`src/rtl/irq_pkg.sv`:
```
// Shared definitions for the interrupt entry/exit sequencers: ID widths,
// injected instruction-word encodings, exit FSM states and helpers.
package irq_pkg;

    localparam int NUM_IRQ  = 8;
    localparam int IRQ_ID_W = 3;
    localparam int INSTR_W  = 29;

    // Words injected by the exit sequencer.
    localparam logic [INSTR_W-1:0] INC_SP_ENC  = 29'h0110_0001;
    localparam logic [INSTR_W-1:0] POP_PC_ENC  = 29'h0220_0002;
    localparam logic [INSTR_W-1:0] NOP_ENC     = 29'h0000_0000;

    // Words injected by the entry sequencer (kept here so both sides agree).
    localparam logic [INSTR_W-1:0] PUSH_PC_ENC = 29'h0330_0003;
    localparam logic [INSTR_W-1:0] DEC_SP_ENC  = 29'h0440_0004;
    localparam logic [INSTR_W-1:0] JUMP_ENC    = 29'h0550_0005;

    // Exit sequencing states.
    typedef enum logic [1:0] {
        IDLE   = 2'd0,
        INC_SP = 2'd1,
        POP_PC = 2'd2,
        ACK    = 2'd3
    } ret_state_e;

    // One-hot acknowledge vector for an interrupt ID.
    function automatic logic [NUM_IRQ-1:0] id_onehot(input logic [IRQ_ID_W-1:0] id);
        id_onehot = {{(NUM_IRQ-1){1'b0}}, 1'b1} << id;
    endfunction

endpackage

```
`src/rtl/irq_id_stack.sv`:
```
// In-service interrupt ID stack. A pop and a push in the same cycle are
// applied in that order, so the pushed ID lands in the slot just freed.
// A push into a full stack is dropped and latches the overflow flag.
module irq_id_stack
    import irq_pkg::*;
#(
    parameter int  DEPTH = 4,
    localparam int LVL_W = $clog2(DEPTH) + 1,
    localparam int IDX_W = $clog2(DEPTH)
) (
    input  logic                CLK,
    input  logic                RST,
    input  logic                push,
    input  logic [IRQ_ID_W-1:0] push_id,
    input  logic                pop,
    output logic [IRQ_ID_W-1:0] top,
    output logic [LVL_W-1:0]    level,
    output logic                overflow
);

    localparam logic [LVL_W-1:0] FULL_LVL = LVL_W'(DEPTH);

    logic [IRQ_ID_W-1:0] mem [DEPTH];
    logic [LVL_W-1:0]    lvl_after_pop;
    logic [LVL_W-1:0]    top_slot;
    logic                push_ok;

    // Level after the (guarded) pop, and whether a push still fits.
    always_comb begin
        lvl_after_pop = level;
        if (pop && (level != {LVL_W{1'b0}})) begin
            lvl_after_pop = level - {{(LVL_W-1){1'b0}}, 1'b1};
        end else begin
            lvl_after_pop = level;
        end
        push_ok  = push && (lvl_after_pop < FULL_LVL);
        top_slot = level - {{(LVL_W-1){1'b0}}, 1'b1};
    end

    assign top = mem[top_slot[IDX_W-1:0]];

    // Fill level and sticky overflow.
    always_ff @(posedge CLK) begin
        if (RST) begin
            level    <= {LVL_W{1'b0}};
            overflow <= 1'b0;
        end else begin
            if (push_ok) begin
                level <= lvl_after_pop + {{(LVL_W-1){1'b0}}, 1'b1};
            end else begin
                level <= lvl_after_pop;
            end
            if (push && !push_ok) begin
                overflow <= 1'b1;
            end
        end
    end

    // Stack storage; contents need no reset since level gates every read.
    always_ff @(posedge CLK) begin
        if (push_ok) begin
            mem[lvl_after_pop[IDX_W-1:0]] <= push_id;
        end
    end

endmodule

```
`src/rtl/irq_return.sv`:
```
// Interrupt-exit sequencer. On RETI it overrides the fetch path with
// INC_SP then POP_PC, then pulses a one-hot acknowledge for the retired
// (top-of-stack) ID. Every output is registered on entry to its state.
module irq_return
    import irq_pkg::*;
#(
    parameter int                 DEPTH       = 4,
    parameter logic [INSTR_W-1:0] INC_SP_WORD = INC_SP_ENC,
    parameter logic [INSTR_W-1:0] POP_PC_WORD = POP_PC_ENC,
    parameter logic [INSTR_W-1:0] NOP_WORD    = NOP_ENC,
    localparam int                LVL_W       = $clog2(DEPTH) + 1
) (
    input  logic                CLK,
    input  logic                RST,
    input  logic                irq_entered,
    input  logic [IRQ_ID_W-1:0] irq_id,
    input  logic                reti_req,
    output logic [INSTR_W-1:0]  Instruction,
    output logic                inject,
    output logic [NUM_IRQ-1:0]  irq_ack,
    output logic [LVL_W-1:0]    nest_level,
    output logic                busy,
    output logic                spurious,
    output logic                overflow
);

    ret_state_e          state;
    logic [IRQ_ID_W-1:0] top_id;
    logic                pop;

    // The pop happens on the edge that enters ACK, together with irq_ack.
    assign pop = (state == POP_PC);

    irq_id_stack #(
        .DEPTH (DEPTH)
    ) u_stack (
        .CLK      (CLK),
        .RST      (RST),
        .push     (irq_entered),
        .push_id  (irq_id),
        .pop      (pop),
        .top      (top_id),
        .level    (nest_level),
        .overflow (overflow)
    );

    // Exit FSM with registered instruction, inject, ack, busy and spurious.
    always_ff @(posedge CLK) begin
        if (RST) begin
            state       <= IDLE;
            Instruction <= NOP_WORD;
            inject      <= 1'b0;
            irq_ack     <= {NUM_IRQ{1'b0}};
            busy        <= 1'b0;
            spurious    <= 1'b0;
        end else begin
            irq_ack  <= {NUM_IRQ{1'b0}};
            spurious <= 1'b0;
            case (state)
                IDLE: begin
                    if (reti_req && (nest_level != {LVL_W{1'b0}})) begin
                        state       <= INC_SP;
                        Instruction <= INC_SP_WORD;
                        inject      <= 1'b1;
                        busy        <= 1'b1;
                    end else begin
                        // Nothing in service: a RETI here is ignored.
                        spurious    <= reti_req;
                        Instruction <= NOP_WORD;
                        inject      <= 1'b0;
                        busy        <= 1'b0;
                    end
                end
                INC_SP: begin
                    state       <= POP_PC;
                    Instruction <= POP_PC_WORD;
                    inject      <= 1'b1;
                    busy        <= 1'b1;
                    spurious    <= reti_req;
                end
                POP_PC: begin
                    state       <= ACK;
                    Instruction <= NOP_WORD;
                    inject      <= 1'b0;
                    busy        <= 1'b1;
                    irq_ack     <= id_onehot(top_id);
                    spurious    <= reti_req;
                end
                ACK: begin
                    state       <= IDLE;
                    Instruction <= NOP_WORD;
                    inject      <= 1'b0;
                    busy        <= 1'b0;
                    spurious    <= reti_req;
                end
                default: begin
                    state       <= IDLE;
                    Instruction <= NOP_WORD;
                    inject      <= 1'b0;
                    busy        <= 1'b0;
                end
            endcase
        end
    end

endmodule

```
`config.mk`:
```
export PLATFORM = sky130hd
export DESIGN_NAME = irq_return
export DESIGN_NICKNAME = d
export VERILOG_FILES = /design/src/rtl/irq_pkg.sv /design/src/rtl/irq_id_stack.sv /design/src/rtl/irq_return.sv
export SDC_FILE = /design/constraint.sdc
export NUM_CORES = 1
export LEC_CHECK = 0
export ABC_AREA = 1
export CORE_ASPECT_RATIO = 0.5
export CORE_MARGIN = 5
export CORE_UTILIZATION = 45
export CTS_CLUSTER_SIZE = 40
export DETAILED_ROUTE_END_ITERATION = 8
export GPL_ROUTABILITY_DRIVEN = 0
export PLACE_DENSITY = 0.79
export SYNTH_ARGS = -nofsm -noshare
export SYNTH_HDL_FRONTEND = slang
export SYNTH_SLANG_ARGS = --single-unit
export TNS_END_PERCENT = 100
```
`constraint.sdc`:
```
create_clock -name CLK -period 2.2 [get_ports CLK]
set_input_delay 0.44 -clock CLK [delete_from_list [all_inputs] [get_ports CLK]]
set_output_delay 0.44 -clock CLK [all_outputs]
set_load 0.05 [all_outputs]
```
==> impl_metrics.csv <==
group,metric,value,unit
setup_path,path_max_fanout,9,
grt,grt_pass1_vias,978,
setup_path,cp-end-kind,"flop",
cells_and_area,final_common_cell,"nand2_1",
cells_and_area,diodes,0,
sta,worstMarginPinSlew,0.5171,ns
sta,fin_skew,0.003651,ns
routing,num_vias,1071,
synth,synthSimpleGateAreaFrac,19.56,%
synth,synthAdderAreaFrac,8.183,%
setup_path,timing.rr.start,"u_stack.level[0]",
synth,syn_avg_cell_area,9.155,sq um
cts,cts_max_level,2,
grt,track_usage,12.10,%
worst_hold_path,hold_depth,2,
power_and_ir_drop,p_per_area,1465,nW/um^2
power_and_ir_drop,power_frac_comb,52.5,%
synth,synth_compound_area_share,4.337,%
grt,overflow,0,
power_and_ir_drop,vdd_drop_max,409.5,uV
flow_run,max_cap_violations,0,
routing,wirelength,2.630,mm
sta,fin_crit,2.054,ns
synth,synth_top_family_by_area,"simple AND/OR/NAND/NOR gates",
sta,hold_viol_final,0,
floorplan,die_h,51.22,um
worst_hold_path,hold_end,"u_stack.overflow",
cells_and_area,regArea,742.0,sq um
floorplan,core-area,3136,sq um
grt,grt_pass1_wl,4.250,mm
cts,numCtsBuffers,5,
sta,rsz0062_at_grt,"no",
cells_and_area,multiInputGateArea,584.3,sq um
place,dp_slack,0.1119,ns
setup_path,arrival,2.03,ns
worst_hold_path,hp-class,"reg -> reg",
sta,tns,0,ns
cells_and_area,n_fill_cell,253,
setup_path,r2r_slack,0.15,ns
grt,grt_max_degree,11,
synth,synthXorXnorAreaFrac,0,%
power_and_ir_drop,switchingPower,1242,uW
synth,yosysTopAreaCellShare,24.88,%
synth,yosys.area.top_type,"dfxtp_1",
outcome,outcome,"completed",
routing,drtPass1Iterations,4,
power_and_ir_drop,sw_frac_of_total,46.65,%
cts,clockBufferDepth,2,
synth,ys_warn_count,0,
floorplan,core.rowCount,14,
setup_path,cp-start-kind,"flop",
place,dp_hpwl,2.014,mm
routing,drcViolationCount,0,
power_and_ir_drop,seq_power_share,30.5,%
synth,synth.distinct_cells,24,
floorplan,die_w,92.44,um
routing,wl_per_cell,11.14,um
cts,cts.sinks,31,
routing,ant_nets,0,
cts,insertion_delay,0.28,ns
cts,cts_tree,"built",
setup_path,rr_worst_depth,11,
grt,antenna_found_initial,0,
sta,finalCritPeriodShare,93.38,%
synth,ys_seq_area_share,48.45,%
sta,finalMaxSlewViolations,0,
place,portBuffers,27,
power_and_ir_drop,p_int,1421,uW
sta,final-setup-viol-count,0,
cells_and_area,drive_above_1_share,10.71,%
cells_and_area,fin_nets,212,
cells_and_area,mostFrequentLayoutCells,"nand2_1, clkdlybuf4s50_1, conb_1",
synth,post_synth_main_area_contributors,"dfxtp_1, edfxtp_1, buf_4",
power_and_ir_drop,leakage,0.0007940,uW
floorplan,ios,51,
routing,drtIter0Drc,41,
synth,postSynthCellCount,167,
sta,finalWorstSetupSlack,0.1457,ns
floorplan,die-area,4734,sq um
cts,cts_hold_buf,0,
cts,clk_pin_slew,0.06,ns
synth,ys_ff_latch,31,
setup_path,required,2.17,ns
setup_path,critPathKind,"reg -> reg",
routing,routed_via_density,4.538,
synth,netlist_area,1529,sq um
setup_path,r2r_end,"u_stack.mem[2][1]",
cells_and_area,area_growth,18.90,%
synth,muxShareOfSynthArea,0,%
cts,cts-root-buf,"clkbuf_8",
floorplan,start_util,48.76,%
worst_hold_path,hold_start,"u_stack.overflow",
sta,fmaxAchievable,486.8,MHz
power_and_ir_drop,clkPwrFrac,16.9,%
sta,slew_headroom,65.42,%
## synthesized netlist by cell type (all sizes together)
cell type	n
a21oi	5
nand2	34
clkinv	1
inv	19
buf	28
nand4	1
nor2	18
ha	10
nand3	12
edfxtp	12
o21ai	4
o22ai	1
dfxtp	19
conb	1
nor3	1
a21boi	1
## layout make-up
| class | instances | share of cell area [%] |
|---|---|---|
| repair buffers | 27 | 14.87 |
| clock inverters | 1 | 0.2753 |
| clock buffers | 7 | 4.749 |
| inverters | 20 | 4.405 |
| well taps | 40 | 2.753 |
| multi-input cells | 110 | 32.14 |
| flip-flops and latches | 31 | 40.81 |
## worst max path at each step
| stage | startpoint | cells past startpoint | slack, ns | end |
|---|---|---|---|---|
| 6_report | u_stack.level[0] | 11 | 0.15 | u_stack.mem[2][1] |
| 5_1_grt | u_stack.level[0] | 11 | 0.02 | u_stack.mem[2][1] |
| 4_1_cts | u_stack.level[0] | 11 | 0.09 | u_stack.mem[1][1] |
| 3_5_place_dp | u_stack.level[0] | 11 | 0.11 | u_stack.mem[1][1] |
| 3_3_place_gp | u_stack.level[0] | 11 | 0.18 | u_stack.mem[1][0] |
| 2_1_floorplan | u_stack.level[1] | 11 | 0.04 | u_stack.mem[1][0] |
## worst max-delay path, stage by stage (launching register included)
cell and delay [ns]:
dfxtp_2 0.44, inv_6 0.06, ha_1 0.19, ha_1 0.18, inv_2 0.13, nand2_4 0.09, nand2_1 0.08, nand2_2 0.08
inv_1 0.09, ha_1 0.14, inv_1 0.04, nor2_1 0.21
## what timing repair did
action	in CTS	in global routing
setup endpoints to repair	0	9
endpoints found under the hold margin	0	0
buffers inserted	0	0
resized for setup	0	3
## per-stage QoR
stage,hold slack (ns),utilization (%),total power [uW],cells,instance area (sq um)
after floorplan,0.4977,-,1946,189,1613
after global placement,0.4375,54.83,2164,228,1719
after detailed placement,0.4449,54.83,2207,228,1719
after CTS,0.4542,57.74,2672,236,1810
after global routing,0.4948,57.98,2868,236,1818
final,0.4506,57.98,2663,236,1818
## cell families after synthesis
logic type	Yosys count
buffers and inverters	48
other	1
AOI/OAI and AO/OA	11
and+or+nand+nor	66
DFF	31
adders and majority gates	10
## registers in the layout (all words and copies together) (netlist names)
name	count
Instruction	2
u_stack.mem	12
inject	1
u_stack.level	3
busy	1
spurious	1
state	2
irq_ack	8
u_stack.overflow	1
## power groups by stage
| stage | clock network, uW | registers (uW) | logic (uW) |
|---|---|---|---|
| final | 451 | 813 | 1400 |
| after global routing | 487 | 828 | 1550 |
| after CTS | 466 | 813 | 1390 |
| after detailed placement | 0 | 825 | 1380 |
| after global placement | 0 | 823 | 1340 |
| after floorplan | 0 | 1040 | 901 |
## metal layers
layer,global-route usage [%],wire length [um]
met5,0,0
met3,4.692,286
met2,20.65,1154
met1,12.47,1097
met4,8.867,91
Note: power is estimated with default switching activity, not from simulation.
==> variant 1 (same flow settings) <==
The 4 states of `ret_state_e` get a Gray code encoding in 2 bits.
--- a/src/rtl/irq_pkg.sv
+++ b/src/rtl/irq_pkg.sv
@@ -20,6 +20,6 @@
     typedef enum logic [1:0] {
-        IDLE   = 2'd0,
-        INC_SP = 2'd1,
-        POP_PC = 2'd2,
-        ACK    = 2'd3
+        IDLE   = 2'b00,
+        INC_SP = 2'b01,
+        POP_PC = 2'b11,
+        ACK    = 2'b10
     } ret_state_e;
Check against the original RTL: no difference found for any inputs over 10 cycles, from zero or initial values and one cycle with RST high; not proved beyond that.
==> variant 1 against the original RTL <==
- sequential share of layout area increased by 2.7 points
- setup slack better by 28 ps
- sequential cell count did not move
- design area down 5.8%
- clock skew rose by 1.9 ps
- final cell count shrank 3.4%
- critical endpoint is now u_stack.mem[1][1]
- maximum frequency rose by 1.4%
- routed wire length fell by 8.5%
- synthesized area decreased by 7.9%
- highest routed layer unchanged
Power is not compared: it rests on default switching activity, and its combinational part moved more than twofold at a synthesized area within 25%.
==> variant 1: results (changes against the original RTL) <==
* Clock transition at path regs at 60 ps (about the same)
* Worst Hold Class: register to register (unchanged)
* Clock Latency Late Sink at 280 ps (about the same)
* Hold Crit Depth at 1 (was 2)
* Unique masters post-synth at 19 (was 24)
* Final #Nets at 199 (was 212)
* LEAKAGE at 0.000750 uW
* Post-detail-place hpwl at 1850 um (was 2010 um)
* Vias in the first global route at 866 (was 978)
* Maximum VDD drop at 0.378 mV
* Total iterations of the first detailed-routing run at 4 (unchanged)
* Top sig layer: met4 (unchanged)
* Area post-placement at 1610 um2 (was 1720 um2)
* Global-route wire length before repair at 3840 um (was 4250 um)
* Num CTS Buffers at 5 (unchanged)
* Placed Instances at 220 (was 228)
* Met1 usage at 13.5% (was 12.5%)
* Power Internal at 955 uW
* Initial detailed-routing violation count at 37 (was 41)
* Clk_skew at 5.52 ps (was 3.65 ps)
* H-tree depth at 2 (unchanged)
* Wl on met1 at 958 um (was 1100 um)
* Initial antenna violation count at 0 (unchanged)
* FILL cells at 266 (was 253)
* Post-synth EDFFs at 12 (unchanged)
* Met3 GRT Util at 7.32% (was 4.69%)
* Seq/Total Area, Yosys at 52.6% (was 48.4%)
* Top cells by area, synth: dfxtp_1 (27%), edfxtp_1 (26%), buf_4 (14%) (was dfxtp_1 (25%), edfxtp_1 (24%), buf_4 (13%))
* Wire length on met3 at 323 um (was 286 um)
* Final core utilization at 57.2% (was 58.0%)
* Avg Cell Area, Syn at 8.92 um2 (was 9.16 um2)
* Avg WL per Cell at 10.6 um (was 11.1 um)
* # diodes at 0 (unchanged)
* Sum Neg Setup Slack at 0 ps (unchanged)
* Gr usage total at 12.4% (was 12.1%)
* Crit Path Max Fanout at 6 (was 9)
* Status: finished clean (unchanged)
* Proportion of layout cells with a drive suffix above 1 at 8.51% (was 10.7%)
* Most common flop cell mapped by yosys: dfxtp_1 (unchanged)
* Post-synth top cells: nand2_1 (31), buf_4 (27), inv_1 (20), nor2_1 (20), dfxtp_1 (19) (was nand2_1 (29), buf_4 (27), dfxtp_1 (19))
* Data arrival, critical path at 2010 ps (was 2030 ps)
* DR vias/cell at 4.31 (was 4.54)
* Max reg flops at 12 (unchanged)
* R2R cell count at 11 (unchanged)
* CTS max path bufs at 2 (unchanged)
* Met2 WL at 1060 um (was 1150 um)
* Setup WS pre-CTS at 145 ps (was 112 ps)
* Grt met2 use at 18.0% (was 20.6%)
* Slew @ Worst Pin at 512 ps (was 517 ps)
* Setup bufs post-CTS at 0 (unchanged)
* Cell Count, Final, Fillers Out at 228 (was 236)
variant 1: cell count changes in the layout (fill, tap and decap cells not counted), moves of 2 or more:
cell      change
ha_1          -5
nand3_1       -4
inv_1         +3
nand2_4       -3
o211ai_1      +3
nand2_1       +2
nand2_2       -2
nor2_1        +2
variant 1: critical path, stage by stage, from the launching register on:
cell	delay, ps
dfxtp_4	370
inv_2	40
ha_1	180
ha_1	190
inv_1	90
nand3_1	170
nand2_1	100
nand2_1	90
inv_1	100
ha_1	150
inv_1	50
nor2_2	180
variant 1: timing repair:
action | 4_1_cts | 5_1_grt
resized for setup | 0 | 3
hold buffers | 0 | 0
hold endpoints to repair | 0 | 0
setup endpoints to repair | 0 | 8
variant 1: path summary, 6_finish.rpt:
check / start / slack (ps) / endpoint
setup / recovery: u_stack.level[0] / 170 / u_stack.mem[1][1]
hold / removal: u_stack.overflow / 480 / u_stack.overflow
setup reg to reg: u_stack.level[0] / 170 / u_stack.mem[1][1]
hold reg to reg: u_stack.overflow / 480 / u_stack.overflow
variant 1: layout make-up:
class	count	share of cell area (%)
sequential	31	43.5
multi-input combinational	100	27.4
timing repair buffer	28	16.2
clock buffer	7	5.04
inverter	21	4.60
tap	40	2.92
clock inverter	1	0.292
variant 1: logic make-up after synthesis:
kind of cell,Yosys count,synth area share (%)
flip-flops,31,52.6
other,1,0.266
AND/OR/NAND/NOR,60,16.9
adder cells (fa/ha/maj),5,4.44
buffers and inverters,49,20.8
AO/OA/AOI/OAI,12,5.06
variant 1: power by group through the flow:
stage | Combinational, uW | Clock (uW) | Sequential (uW)
final | 320 | 442 | 638
after floorplan | 241 | 0 | 692
after CTS | 317 | 456 | 638
after global placement | 310 | 0 | 648
after detailed placement | 315 | 0 | 650
after global routing | 347 | 485 | 641
==> variant 2 (same settings) <==
Without the edit above. `NUM_IRQ`: 8 -> 10.
--- a/src/rtl/irq_pkg.sv
+++ b/src/rtl/irq_pkg.sv
@@ -4,3 +4,3 @@
 
-    localparam int NUM_IRQ  = 8;
+    localparam int NUM_IRQ  = 10;
     localparam int IRQ_ID_W = 3;
Ports: changed (resized irq_ack); port bits go from 51 to 53. The function was not compared with the original's and may differ.
==> variant 2 against the original RTL <==
- clock skew about the same
- utilization down 3.8 points
- final cell count up 2.5%
- sequential cell count unchanged
- synthesized area up 1.6%
- setup slack worse by 5.2 ps
- critical path depth down 9
- sequential power down 1%
- via count down 1.3%
- non-clock buffer count up 1
- total power down 1.3%
- hold slack worse by 2.3 ps
- design area up 0.69%
- routed wire length down 0.34%
- critical path type is now register to output pin
- highest routed layer unchanged
==> variant 2: results (changes against the original RTL) <==
* Status: finished clean (unchanged)
* Gr usage total at 11.4% (was 12.1%)
* Global-route wire length before repair at 4170 um (was 4250 um)
* Maximum VDD drop at 0.449 mV (was 0.409 mV)
* Post-synth EDFFs at 12 (unchanged)
* CTS max path bufs at 2 (unchanged)
* Data arrival, critical path at 1620 ps (was 2030 ps)
* Reg2reg setup slack at 140 ps
* Initial detailed-routing violation count at 42 (was 41)
* Number of port buffers at 27 (unchanged)
* Ys async rst share at 0% (unchanged)
* Avg WL per Cell at 10.8 um (was 11.1 um)
* Clock Latency Late Sink at 280 ps (about the same)
* Setup WS pre-CTS at 152 ps (was 112 ps)
* Num CTS Buffers at 5 (unchanged)
* Clk_skew at 3.74 ps (was 3.65 ps)
* FF-to-FF End: u_stack.mem[0][2] (was u_stack.mem[2][1])
* Max reg flops at 12 (unchanged)
* Worst slew margin at 66.0% (was 65.4%)
* Top cells by area, synth: dfxtp_1 (24%), edfxtp_1 (23%), buf_4 (14%) (was dfxtp_1 (25%), edfxtp_1 (24%), buf_4 (13%))
* Worst Hold Class: register to register (unchanged)
* H-tree depth at 2 (unchanged)
* Yosys warns at 0 (unchanged)
* Worst setup SP type: register (unchanged)
* Proportion of layout cells with a drive suffix above 1 at 11.0% (was 10.7%)
* Via count at 1057 (was 1071)
* LEAKAGE at 0.000824 uW (was 0.000794 uW)
* Vias in the first global route at 919 (was 978)
* Worst r2r src: u_stack.level[0] (unchanged)
* Setup bufs post-CTS at 0 (unchanged)
* Seq/Total Area, Yosys at 47.7% (was 48.4%)
* Hold endpoint: u_stack.overflow (unchanged)
* Clock transition at path regs at 60 ps (about the same)
* Crit Path Max Fanout at 8 (was 9)
* Post-detail-place hpwl at 2100 um (was 2010 um)
* Max incr delay on CP at 810 ps (was 440 ps)
* Initial antenna violation count at 0 (unchanged)
* Post-synth top cells: buf_4 (29), nand2_1 (28), dfxtp_1 (19), inv_1 (19), nor2_1 (16) (was nand2_1 (29), buf_4 (27), dfxtp_1 (19))
* Worst hold start: u_stack.overflow (unchanged)
* R2R cell count at 11 (unchanged)
* Hold Crit Depth at 2 (unchanged)
* Critical path's slowest cell: clkdlybuf4s50_1 (was dfxtp_2)
* # diodes at 0 (unchanged)
* Root buf cell: clkbuf_8 (unchanged)
* Unique masters post-synth at 22 (was 24)
* # resized after CTS at 0 (unchanged)
* Final #Nets at 216 (was 212)
* Total iterations of the first detailed-routing run at 4 (unchanged)
* Largest net degree at the start of global routing at 11 (unchanged)
-- variant 2: changes by cell type after synthesis, moves of 2 or more --
| cell | change |
|---|---|
| buf_4 | +2 |
| inv_1 | +2 |
| nand3_2 | +2 |
| nor2_1 | -2 |
-- variant 2: kinds of logic after synthesis --
family,count (synthesis),share of synthesized area (%)
and+or+nand+nor,63,19.2
buffers and inverters,53,20.6
DFF,31,47.7
AOI/OAI and AO/OA,12,4.27
adders and majority gates,10,8.05
other,1,0.241
-- variant 2: worst max-delay path, delay by kind of cell, from the launching register on --
family	cells	cell delay, ps
flops	1	370
buf+inv	2	970
-- variant 2: final cells by class --
class	count	area, um2
clock buffer	5	68.8
timing repair buffer	28	278
multi-input combinational	110	583
tap	42	52.6
inverter	23	91.3
sequential	31	742
clock inverter	3	15.0
fill	284	1550
-- variant 2: report_power, final --
part           switching (uW)  internal (uW)
registers                60.4            744
clock network             200            216
logic                     989            419
-- variant 2: worst max path at each step --
stage | slack [ps] | end
6_report | 140 | nest_level[0]
5_1_grt | 2 | u_stack.mem[0][0]
4_1_cts | 120 | u_stack.mem[0][2]
3_5_place_dp | 150 | u_stack.mem[0][2]
3_3_place_gp | 230 | u_stack.mem[1][2]
2_1_floorplan | 8 | u_stack.mem[1][0]
-- variant 2: per-stage QoR --
stage	hold slack [ps]	util, %	instances	power (uW)	cell area, um2
6_report	448	54.2	242	2630	1830
5_1_grt	493	54.2	242	2830	1830
4_1_cts	451	54.2	242	2640	1830
3_5_place_dp	443	51.7	234	2220	1750
3_3_place_gp	435	51.7	234	2170	1750
2_1_floorplan	509	-	194	1950	1650
-- variant 2: layer usage --
layer,vias to the layer above,share of wire (%),track usage (%)
met2,43,47,19.7
met1,477,43,12.5
li1,533,-,-
met5,-,0,0
met4,0,1.2,5.35
met3,4,8.8,4.62
